### src/rtl/alu_seq_pkg.sv
// Shared encodings for the bit-serial ALU sequencer: op codes, compare modes
// and sequencer states, plus the compare-mode decode used when ALU_SEQ_CMP_EN is defined.
package alu_seq_pkg;

  typedef enum logic [1:0] {
    OP_AND = 2'b00,
    OP_OR  = 2'b01,
    OP_ADD = 2'b10,
    OP_SLT = 2'b11
  } op_e;

  typedef enum logic [2:0] {
    CMP_LT = 3'b000,
    CMP_GT = 3'b001,
    CMP_LE = 3'b010,
    CMP_GE = 3'b011,
    CMP_NE = 3'b100,
    CMP_EQ = 3'b110
  } cmp_e;

  typedef enum logic [1:0] {
    IDLE = 2'b00,
    RUN  = 2'b01,
    FIX  = 2'b10,
    DONE = 2'b11
  } state_e;

  // Undefined compare codes produce 0.
  function automatic logic cmp_decode(input logic [2:0] cmp, input logic lt, input logic eq);
    logic set;
    case (cmp)
      CMP_LT:  set = lt;
      CMP_GT:  set = ~(lt | eq);
      CMP_LE:  set = lt | eq;
      CMP_GE:  set = ~lt;
      CMP_EQ:  set = eq;
      CMP_NE:  set = ~eq;
      default: set = 1'b0;
    endcase
    return set;
  endfunction

endpackage

### src/rtl/alu_serial_seq_if.sv
// Request/result bundle between decode/writeback (master) and the serial ALU sequencer (slave).
interface alu_serial_seq_if #(
  parameter int WIDTH = 32
);
  logic             start_i;
  logic [3:0]       ctrl_i;
  logic [2:0]       cmp_i;
  logic [WIDTH-1:0] src1_i;
  logic [WIDTH-1:0] src2_i;
  logic             busy_o;
  logic             done_o;
  logic [WIDTH-1:0] result_o;
  logic             zero_o;
  logic             cout_o;
  logic             overflow_o;

  modport master (
    output start_i, ctrl_i, cmp_i, src1_i, src2_i,
    input  busy_o, done_o, result_o, zero_o, cout_o, overflow_o
  );

  modport slave (
    input  start_i, ctrl_i, cmp_i, src1_i, src2_i,
    output busy_o, done_o, result_o, zero_o, cout_o, overflow_o
  );
endinterface

### src/rtl/alu_bit_slice.sv
// Combinational 1-bit ALU slice: optional operand inversion, AND/OR/ADD/SLT.
// Carry-out is only meaningful for the adder ops; AND/OR force it low.
module alu_bit_slice
  import alu_seq_pkg::*;
(
  input  logic a,
  input  logic b,
  input  logic cin,
  input  logic less,
  input  logic a_inv,
  input  logic b_inv,
  input  op_e  op,
  output logic result,
  output logic cout
);

  logic aa;
  logic bb;
  logic sum;
  logic carry;

  assign aa    = a ^ a_inv;
  assign bb    = b ^ b_inv;
  assign sum   = aa ^ bb ^ cin;
  assign carry = (aa & bb) | (cin & (aa ^ bb));

  always_comb begin
    result = 1'b0;
    cout   = 1'b0;
    case (op)
      OP_AND: result = aa & bb;
      OP_OR:  result = aa | bb;
      OP_ADD: begin
        result = sum;
        cout   = carry;
      end
      OP_SLT: begin
        result = less;
        cout   = carry;
      end
      default: begin
        result = 1'b0;
        cout   = 1'b0;
      end
    endcase
  end

endmodule

### src/rtl/alu_serial_seq.sv
// Bit-serial ALU sequencer: one slice stepped LSB-first over WIDTH cycles, then FIX and DONE.
// Define ALU_SEQ_CMP_EN to enable the cmp_i compare-mode decode for SLT; otherwise set = lt.
module alu_serial_seq
  import alu_seq_pkg::*;
#(
  parameter int WIDTH = 32
) (
  input logic clk_i,
  input logic rst_i,
  alu_serial_seq_if.slave bus
);

  localparam int CW = $clog2(WIDTH);
  localparam logic [CW-1:0] LAST = CW'(WIDTH - 1);

  state_e           state;
  state_e           state_nxt;
  logic [WIDTH-1:0] src_a;
  logic [WIDTH-1:0] src_b;
  logic [WIDTH-1:0] res;
  logic [WIDTH-1:0] final_res;
  logic [3:0]       ctrl;
  logic [CW-1:0]    cnt;
  logic             carry;
  logic             set_bit;
  logic             cout_msb;
  logic             ovf_msb;
  logic             a_eff;
  logic             b_eff;
  logic             sum_bit;
  logic             set_calc;
  logic             slice_res;
  logic             slice_cout;
  op_e              op;

  assign op      = op_e'(ctrl[1:0]);
  assign a_eff   = src_a[cnt] ^ ctrl[3];
  assign b_eff   = src_b[cnt] ^ ctrl[2];
  // Raw sum bit is tracked for every op; at the MSB it is the uncorrected sign used as lt.
  assign sum_bit = a_eff ^ b_eff ^ carry;

`ifdef ALU_SEQ_CMP_EN
  logic [2:0] cmp;
  logic       sum_nz;
  logic       eq_calc;

  assign eq_calc  = ~(sum_nz | sum_bit);
  assign set_calc = cmp_decode(cmp, sum_bit, eq_calc);
`else
  logic unused_cmp;

  assign unused_cmp = ^bus.cmp_i;
  assign set_calc   = sum_bit;
`endif

  alu_bit_slice u_slice (
    .a      (src_a[cnt]),
    .b      (src_b[cnt]),
    .cin    (carry),
    .less   (1'b0),
    .a_inv  (ctrl[3]),
    .b_inv  (ctrl[2]),
    .op     (op),
    .result (slice_res),
    .cout   (slice_cout)
  );

  // SLT leaves all slice bits 0; the set flag is patched into bit 0 on the way out.
  assign final_res = (op == OP_SLT) ? {res[WIDTH-1:1], set_bit} : res;

  assign bus.busy_o = (state != IDLE);
  assign bus.done_o = (state == DONE);

  always_ff @(posedge clk_i) begin
    if (rst_i) state <= IDLE;
    else       state <= state_nxt;
  end

  always_comb begin
    state_nxt = state;
    case (state)
      IDLE:    if (bus.start_i) state_nxt = RUN;
      RUN:     if (cnt == LAST) state_nxt = FIX;
      FIX:     state_nxt = DONE;
      DONE:    state_nxt = IDLE;
      default: state_nxt = IDLE;
    endcase
  end

  always_ff @(posedge clk_i) begin
    if (rst_i) begin
      src_a          <= '0;
      src_b          <= '0;
      res            <= '0;
      ctrl           <= '0;
      cnt            <= '0;
      carry          <= 1'b0;
      set_bit        <= 1'b0;
      cout_msb       <= 1'b0;
      ovf_msb        <= 1'b0;
      bus.result_o   <= '0;
      bus.zero_o     <= 1'b0;
      bus.cout_o     <= 1'b0;
      bus.overflow_o <= 1'b0;
`ifdef ALU_SEQ_CMP_EN
      cmp            <= '0;
      sum_nz         <= 1'b0;
`endif
    end else begin
      case (state)
        IDLE: begin
          if (bus.start_i) begin
            src_a <= bus.src1_i;
            src_b <= bus.src2_i;
            ctrl  <= bus.ctrl_i;
            carry <= bus.ctrl_i[2];
            cnt   <= '0;
            res   <= '0;
`ifdef ALU_SEQ_CMP_EN
            cmp    <= bus.cmp_i;
            sum_nz <= 1'b0;
`endif
          end
        end
        RUN: begin
          res[cnt] <= slice_res;
          carry    <= slice_cout;
`ifdef ALU_SEQ_CMP_EN
          sum_nz   <= sum_nz | sum_bit;
`endif
          if (cnt == LAST) begin
            set_bit  <= set_calc;
            cout_msb <= slice_cout;
            ovf_msb  <= carry ^ slice_cout;
          end else begin
            cnt <= cnt + 1'b1;
          end
        end
        FIX: begin
          bus.result_o   <= final_res;
          bus.zero_o     <= (final_res == '0);
          bus.cout_o     <= (op == OP_ADD) & cout_msb;
          bus.overflow_o <= (op == OP_ADD) & ovf_msb;
        end
        default: ;
      endcase
    end
  end

endmodule

### src/flat_wrapper.sv
// flat-port wrapper written by rule: the top's interface ports become plain ports
module alu_serial_seq_flat import alu_seq_pkg::*;
#(
  parameter int WIDTH = 32
)
  (clk_i, rst_i, bus_start_i, bus_ctrl_i, bus_cmp_i, bus_src1_i, bus_src2_i, bus_busy_o, bus_done_o, bus_result_o, bus_zero_o, bus_cout_o, bus_overflow_o);
  alu_serial_seq_if #(.WIDTH(WIDTH)) bus_i ();
  input logic clk_i;
  input logic rst_i;
  input wire logic [$bits(bus_i.start_i)-1:0] bus_start_i;
  input wire logic [$bits(bus_i.ctrl_i)-1:0] bus_ctrl_i;
  input wire logic [$bits(bus_i.cmp_i)-1:0] bus_cmp_i;
  input wire logic [$bits(bus_i.src1_i)-1:0] bus_src1_i;
  input wire logic [$bits(bus_i.src2_i)-1:0] bus_src2_i;
  output wire logic [$bits(bus_i.busy_o)-1:0] bus_busy_o;
  output wire logic [$bits(bus_i.done_o)-1:0] bus_done_o;
  output wire logic [$bits(bus_i.result_o)-1:0] bus_result_o;
  output wire logic [$bits(bus_i.zero_o)-1:0] bus_zero_o;
  output wire logic [$bits(bus_i.cout_o)-1:0] bus_cout_o;
  output wire logic [$bits(bus_i.overflow_o)-1:0] bus_overflow_o;
  assign bus_i.start_i = bus_start_i;
  assign bus_i.ctrl_i = bus_ctrl_i;
  assign bus_i.cmp_i = bus_cmp_i;
  assign bus_i.src1_i = bus_src1_i;
  assign bus_i.src2_i = bus_src2_i;
  assign bus_busy_o = bus_i.busy_o;
  assign bus_done_o = bus_i.done_o;
  assign bus_result_o = bus_i.result_o;
  assign bus_zero_o = bus_i.zero_o;
  assign bus_cout_o = bus_i.cout_o;
  assign bus_overflow_o = bus_i.overflow_o;
  alu_serial_seq #(.WIDTH(WIDTH)) u_core (.clk_i(clk_i), .rst_i(rst_i), .bus(bus_i));
endmodule
### config.mk
export PLATFORM = sky130hd
export DESIGN_NAME = alu_serial_seq_flat
export DESIGN_NICKNAME = d
export VERILOG_FILES = /design/src/rtl/alu_seq_pkg.sv /design/src/rtl/alu_serial_seq_if.sv /design/src/rtl/alu_bit_slice.sv /design/src/rtl/alu_serial_seq.sv /design/src/flat_wrapper.sv
export SDC_FILE = /design/constraint.sdc
export NUM_CORES = 1
export LEC_CHECK = 0
export ABC_AREA = 0
export CAP_MARGIN = 20
export CORE_UTILIZATION = 50
export CTS_BUF_LIST = sky130_fd_sc_hd__clkbuf_8
export CTS_CLUSTER_SIZE = 40
export DETAILED_ROUTE_END_ITERATION = 8
export PLACE_DENSITY = 0.85
export SYNTH_ARGS = -nofsm -noshare
export SYNTH_HDL_FRONTEND = slang
export SYNTH_SLANG_ARGS = --single-unit
### constraint.sdc
create_clock -name clk_i -period 2.98 [get_ports clk_i]
set_input_delay 0.596 -clock clk_i [delete_from_list [all_inputs] [get_ports clk_i]]
set_output_delay 0.596 -clock clk_i [all_outputs]
set_load 0.03 [all_outputs]
**Yosys cells after proc, flatten, opt, wreduce, memory -nomap -nowiden**

Index checks and enable logic that the tools add are counted.

- Add/sub/neg operators: 1
- Magnitude comparators: 2
- Equality and inequality tests: 10
- Mux-type cells: 20
- Bitwise gates (word level): 11
- Reduce and logical (&&, ||, !) cells: 12

Operators by type and width:

| operator | count |
|---|---|
| case mux 32 bit (2 select lines) | 1 |
| bitwise mux 32 bit | 1 |
| zero test 32 bit | 1 |
| 2-to-1 mux 32 bit | 1 |
| binary-select mux 1 bit (select 5 bit) | 2 |
| 2-to-1 mux 5 bit | 2 |
| case mux 5 bit (2 select lines) | 1 |
| equality test 2 bit (second input constant) | 4 |
| case mux 2 bit (4 select lines) | 1 |
| AND reduction 2 bit | 4 |
| less-than comparator 5 x 6 -> 1 bit (second input constant) | 1 |
| 2-to-1 mux 1 bit | 6 |
| adder 5 x 1 -> 5 bit (second input constant) | 1 |
| demux 1 bit (select 5 bit) | 1 |
| equality test 5 bit (second input constant) | 1 |
| >= comparator 5 x 1 -> 1 bit (second input constant) | 1 |
| bitwise XOR 1 bit | 5 |
| bitwise AND 1 bit | 4 |
| equality test 2 x 1 -> 1 bit (second input constant) | 2 |
| zero test 2 bit | 2 |
| 2-to-1 mux 2 bit | 2 |
| inequality test 2 bit (second input constant) | 2 |
| case mux 1 bit (4 select lines) | 1 |
| nonzero test 2 bit | 2 |
| other kinds (6) | 7 |

- Bits in registers: 146
- Input bits: 74
- Word-level logic and storage cells: 70

**Depth between registers and ports, before layout**

- Depth in word-level cells: 8
- Mapped depth: 13

**Hierarchy**

From an unflattened synthesis, not the netlist that was laid out.

- Cells, all modules: 772
- Area total of the unflattened synthesis: 6393.6 µm²

By module, submodules not included:

| module | instances | cells each | area an instance (µm²) | sequential area each (µm²) |
|---|---|---|---|---|
| alu_serial_seq | 1 | 760 | 6283.5 | 2922.8 |
| alu_bit_slice | 1 | 12 | 110.1 | 0.0 |

**Worst setup path after synthesis**

OpenSTA, ideal clock, no wires.

- Kind: flip-flop to flip-flop
- Start point: reg u_core.cnt[1]
- End point: reg u_core.res[27]
- Library setup time: 70 ps
- Arrival time: 2971 ps
- Data required time: 2910 ps
- Slack: -61 ps
- Cell stages (with the launch flop): 13
- Path buffers: 2
- Clock period less this slack: 3041 ps
- Cell sequence: dfxtp_1 buf_2 buf_6 mux2i_1 nor4_1 o31ai_1 o2111ai_2 xnor2_1 fa_1 a211o_4 nor3b_4 nand2_1 a21oi_1

- Word-level cells in the longest chain between the ends: 8
- Elaborated cells on any way between the ends: 18
- Classes of those cells: order compare (2); mux (9); bitwise (6); reduce/logical (1)

RTL lines:

| element | RTL line | text |
|---|---|---|
| from (decl) | alu_serial_seq.sv:23 | `logic [CW-1:0] cnt;` |
| from (signal assigned) | alu_serial_seq.sv:136 | `cnt <= cnt + 1'b1;` |
| binary-select mux 1 bit (select 5 bit) (on tied branches) | alu_serial_seq.sv:57, alu_serial_seq.sv:58 |  |
| 2-to-1 mux 1 bit (on tied branches) | alu_serial_seq.sv:57, alu_serial_seq.sv:58 |  |
| bitwise XOR 1 bit (on tied branches) | alu_bit_slice.sv:22, alu_bit_slice.sv:23 |  |
| bitwise XOR 1 bit (2 in series) | alu_bit_slice.sv:24 | `assign sum = aa ^ bb ^ cin;` |
| case mux 1 bit (4 select lines) | alu_bit_slice.sv:30 | `case (op)` |
| bitwise mux 32 bit * | alu_serial_seq.sv:126 | `res[cnt] <= slice_res;` |
| case mux 32 bit (2 select lines) * | alu_serial_seq.sv:110 | `case (state)` |
| to (signal, indexed assignment) | alu_serial_seq.sv:126 |  |
| to (decl) | alu_serial_seq.sv:20 | `logic [WIDTH-1:0] res;` |

Mark *: on every way between the ends. The rest lies on a longest branch, timed or not. The select of a mux whose other input is x is not followed.
A chain may end at the register's enable or synchronous reset.

**Worst setup path in the final report**

- Start point: reg u_core.cnt[1]
- End point: reg u_core.res[30]

The elaborated chain is that of the path after synthesis.

==> results.txt <==
Root Buffer Master -> sky130_fd_sc_hd__clkbuf_8
Number of enable flip-flop cells after synthesis -> 0
Reg2Reg Capture Point -> u_core.res[30]
Worst hold start -> u_core.src_b[12]
Portion of total power attributed to combinational logic -> 34.4%
Worst Hold Depth -> 2
Area delta synth->final -> 29.5%
Endpoints failing setup -> 32
Proportion of synthesized area in mux cells -> 10.6%
Final estimated routing congestion in global placement -> 0.812
Filler Cells Inserted -> 1022
Launching point of the worst reg2reg path -> u_core.cnt[1]
Post-synthesis share of cell area spent on and, or, nand and nor gates -> 19.6%
Die span in x -> 117 um
Parity-gate share of the synthesized area counting xor and xnor cells -> 0.934%
Worst setup SP type -> flip-flop
Number of global-route vias before repair -> 5282
Total number of clock tree sinks -> 146
Floorplan die height -> 117 um
Clock-pin slew reported for the worst setup and hold paths after clock tree synthesis -> 0.08 ns
Max cap viols -> 0
Layout cells sized above 1 -> 14.3%
YS warnings -> 0
Cell with the most instances after synthesis -> sky130_fd_sc_hd__nand2_1
Power Total -> 5.73 mW
Number of library cell types mapped by synthesis -> 53
Leading post-synthesis cells by instance count -> 173 x sky130_fd_sc_hd__nand2_1, 146 x sky130_fd_sc_hd__dfxtp_1, 131 x sky130_fd_sc_hd__a21oi_1, 61 x sky130_fd_sc_hd__mux2i_1, 50 x sky130_fd_sc_hd__nor2_1
Die outline area -> 13600 um2
Combinational family with the most area after synthesis -> simple AND/OR/NAND/NOR gates
Largest fanout of any net on the critical path -> 5
Post-synthesis average cell area -> 8.39 um2
Final critical-path setup slack -> -0.335 ns
Leading post-synthesis cells by cell area -> sky130_fd_sc_hd__dfxtp_1 45%, sky130_fd_sc_hd__a21oi_1 10%, sky130_fd_sc_hd__nand2_1 9.9%
Total power density per cell area -> 675 nW/um2
Category of the critical setup timing path -> flip-flop to flip-flop
Fin crit share -> 111%
Final-report max-slew violation count -> 0
Standby leakage power -> 2.99 nW
Status -> finished, violations left
Number of CTS-inserted buffers -> 17
Routed via count -> 5881
Top FF cell, synth -> sky130_fd_sc_hd__dfxtp_1
Relative slew margins -> 52.3%
Gr usage total -> 23.7%
Ratio of routed vias to standard cells -> 5.49
Cell type contributing the most total cell area after synthesis -> sky130_fd_sc_hd__dfxtp_1
Count of state elements after synthesis -> 146
Number of antenna violations at the first check in global routing -> 0
Clock Skews -> 0.0158 ns
Post-synth net total -> 869
Arrival time worst endpoint -> 3.70 ns
Residual DRC -> 0
Post-Synth Adder-Cell Area -> 2.59%
Dpl ws -> -0.256 ns
Number of failing hold endpoints at the final stage -> 0
Count of cells along the worst register-to-register path -> 13
Type of the most critical hold path -> flip-flop to flip-flop
Switching share of total power -> 36.0%
Hold-fix buffers at CTS -> 0
Diodes inserted -> 0
Fraction of the mapped netlist area in compound gates -> 17.0%
Register area -> 2930 um2
First-pass GRT wire length -> 25100 um
Remaining antenna violation count -> 0
Reg2reg setup slack -> -0.34 ns
Async S/R FF share, synth -> 0%
Count of mapped cells out of synthesis -> 782
Count of input and output buffers -> 107
Internal power of the cells -> 3.67 mW
Time the final worst path needs with I/O delays and setup -> 3.32 ns
Clock tree from TritonCTS -> built
Final instance area -> 8500 um2
Summed instance area of the synthesized netlist -> 6560 um2
Maximum number of pins on one net before global-route repair -> 69
Unrepaired setup endpoints after global routing -> yes
Number of ports placed on the die boundary -> 111
Part of the power in the clock network -> 24.9%
Crit path required time -> 3.37 ns
Area after DPL -> 7940 um2
Worst VDD drop -> 0.881 mV
Initial cell density of the core -> 51.6%
Detailed-placement wirelength estimate -> 10400 um
Wire length per cell after detailed routing -> 14.7 um
Clock network latency to the later pin of the worst-skew pair -> 0.46 ns
Worst hold margin -> 0.450 ns
TritonRoute pass-1 iters -> 5
Violated checks -> setup timing
Initial DRC Count -> 487
Total wirelength of the detailed-routed design -> 15700 um
Placeable core region -> 12700 um2
F_max -> 302 MHz
Sequential cell fraction of total power -> 40.7%
Number of nets in the finished design -> 974
Maximum number of buffers from clock root to sink -> 2
Worst-margin pin slew -> 0.715 ns
Placement Rows -> 41
Net switching component of the power -> 2.07 mW
Proportion of netlist area held by the largest area contributor -> 44.5%
Global-route congestion overflow total -> 0
Footprint of the multi-input gates -> 3440 um2
Sort of element at the end of the critical path -> flip-flop
Min-Delay Endpoint -> u_core.src_b[12]
H-tree lvl count -> 4
Sequential area share after synthesis -> 44.5%
==> cell type report <==
type,count,share of cell area [%]
well taps,172,2.53
repair buffers,146,17.8
clock buffers,18,2.91
flip-flops and latches,146,34.5
multi-input cells,565,40.5
clock inverters,14,1.37
inverters,11,0.486
==> worst max path at each step <==
stage / slack (ns) / from / end
finish: -0.34 / u_core.cnt[1] / u_core.res[30]
floorplan: 0.01 / u_core.cnt[1] / u_core.res[27]
global route: -0.46 / u_core.cnt[1] / u_core.res[10]
global placement: -0.20 / u_core.cnt[1] / u_core.res[28]
detailed placement: -0.26 / u_core.cnt[1] / u_core.res[28]
CTS: -0.29 / u_core.cnt[1] / u_core.res[29]
==> power groups by stage <==
stage	clock [mW]	combinational (mW)	sequential (mW)
global route	1.53	2.16	2.36
global placement	0	1.87	2.35
finish	1.43	1.97	2.34
floorplan	0	1.37	2.34
detailed placement	0	1.91	2.37
CTS	1.44	1.94	2.33
==> state kept, by name, indices dropped and copies added, names as in the netlist <==
name / cells
u_core.set_bit: 1
u_core.src_a: 32
u_core.src_b: 32
u_core.ctrl: 4
u_core.bus.cout_o: 1
u_core.bus.overflow_o: 1
u_core.res: 32
u_core.cnt: 5
u_core.ovf_msb: 1
u_core.cout_msb: 1
u_core.carry: 1
u_core.state: 2
u_core.bus.result_o: 32
u_core.bus.zero_o: 1
==> timing repair <==
| action | CTS | global route |
|---|---|---|
| gates resized for setup | 11 | 26 |
| buffers inserted | 2 | 0 |
| cloned | 1 | 1 |
| endpoints found under the setup margin | 32 | 32 |
| pin swaps | 6 | 22 |
==> critical path: stages (launching register included) <==
cell and delay, ns:
sky130_fd_sc_hd__dfxtp_4 0.43, sky130_fd_sc_hd__buf_12 0.14, sky130_fd_sc_hd__buf_6 0.11, sky130_fd_sc_hd__mux2i_1 0.25
sky130_fd_sc_hd__o221ai_1 0.17, sky130_fd_sc_hd__o31ai_1 0.10, sky130_fd_sc_hd__o2111ai_2 0.25, sky130_fd_sc_hd__xnor2_2 0.28
sky130_fd_sc_hd__fa_1 0.49, sky130_fd_sc_hd__a211o_4 0.42, sky130_fd_sc_hd__nor3b_4 0.21, sky130_fd_sc_hd__buf_6 0.15
sky130_fd_sc_hd__nand2_1 0.07, sky130_fd_sc_hd__a21oi_1 0.16
==> cells by family (layout without fill, tap and decap cells) <==
family,Yosys count,after routing
buf+inv,71,189
flops,146,146
simple gates,283,283
mux,65,65
fa+ha+maj,13,13
xor+xnor,7,7
compound gates,197,197
==> cells in the final DEF, fill, tap and decap left out, types with 4 or more instances in the layout <==
cell type                         synthesis  routed
sky130_fd_sc_hd__nor2_1                  50      50
sky130_fd_sc_hd__nand2_1                173     163
sky130_fd_sc_hd__inv_1                    6       6
sky130_fd_sc_hd__mux2i_1                 61      55
sky130_fd_sc_hd__o221ai_1                 5       5
sky130_fd_sc_hd__dfxtp_1                146     143
sky130_fd_sc_hd__clkdlybuf4s50_1          0     106
sky130_fd_sc_hd__a21oi_1                131     124
sky130_fd_sc_hd__ha_1                    12      11
sky130_fd_sc_hd__nand2b_1                 4       4
sky130_fd_sc_hd__o21ai_0                 32      32
sky130_fd_sc_hd__nor4_1                  11      10
sky130_fd_sc_hd__a211oi_1                 6       6
sky130_fd_sc_hd__nor3b_4                  4       4
sky130_fd_sc_hd__nand3b_1                 4       4
sky130_fd_sc_hd__clkbuf_8                 0      18
sky130_fd_sc_hd__nor2b_1                  6       6
sky130_fd_sc_hd__clkinvlp_4               0       7
sky130_fd_sc_hd__nand3_1                  5       5
sky130_fd_sc_hd__nand4_1                  4       4
sky130_fd_sc_hd__nand2_2                  0      10
sky130_fd_sc_hd__mux2i_2                  0       5
sky130_fd_sc_hd__inv_2                    5       5
sky130_fd_sc_hd__buf_4                    2      25
sky130_fd_sc_hd__buf_6                    3       6
sky130_fd_sc_hd__nor3_2                   4       4
sky130_fd_sc_hd__a21oi_2                  0       7
sky130_fd_sc_hd__nor3_1                   4       4
sky130_fd_sc_hd__clkinv_2                 0       5
sky130_fd_sc_hd__buf_12                   0       7
==> stage by stage <==
step / setup TNS (ns) / utilization, % / instances
2_1_floorplan: 0 / - / 782
3_3_place_gp: -5.48 / 62.4 / 1036
3_5_place_dp: -7.37 / 62.4 / 1036
4_1_cts: -7.78 / 65.9 / 1071
5_1_grt: -13.53 / 66.8 / 1072
6_report: -9.62 / 66.8 / 1072
==> per-layer routing <==
metal / track usage (%) / wire, um
met4: 7.51 / 250
met1: 31.4 / 7310
met3: 5.97 / 821
met5: 0 / 0
met2: 37.8 / 7360
(Power assumes the default switching activity.)
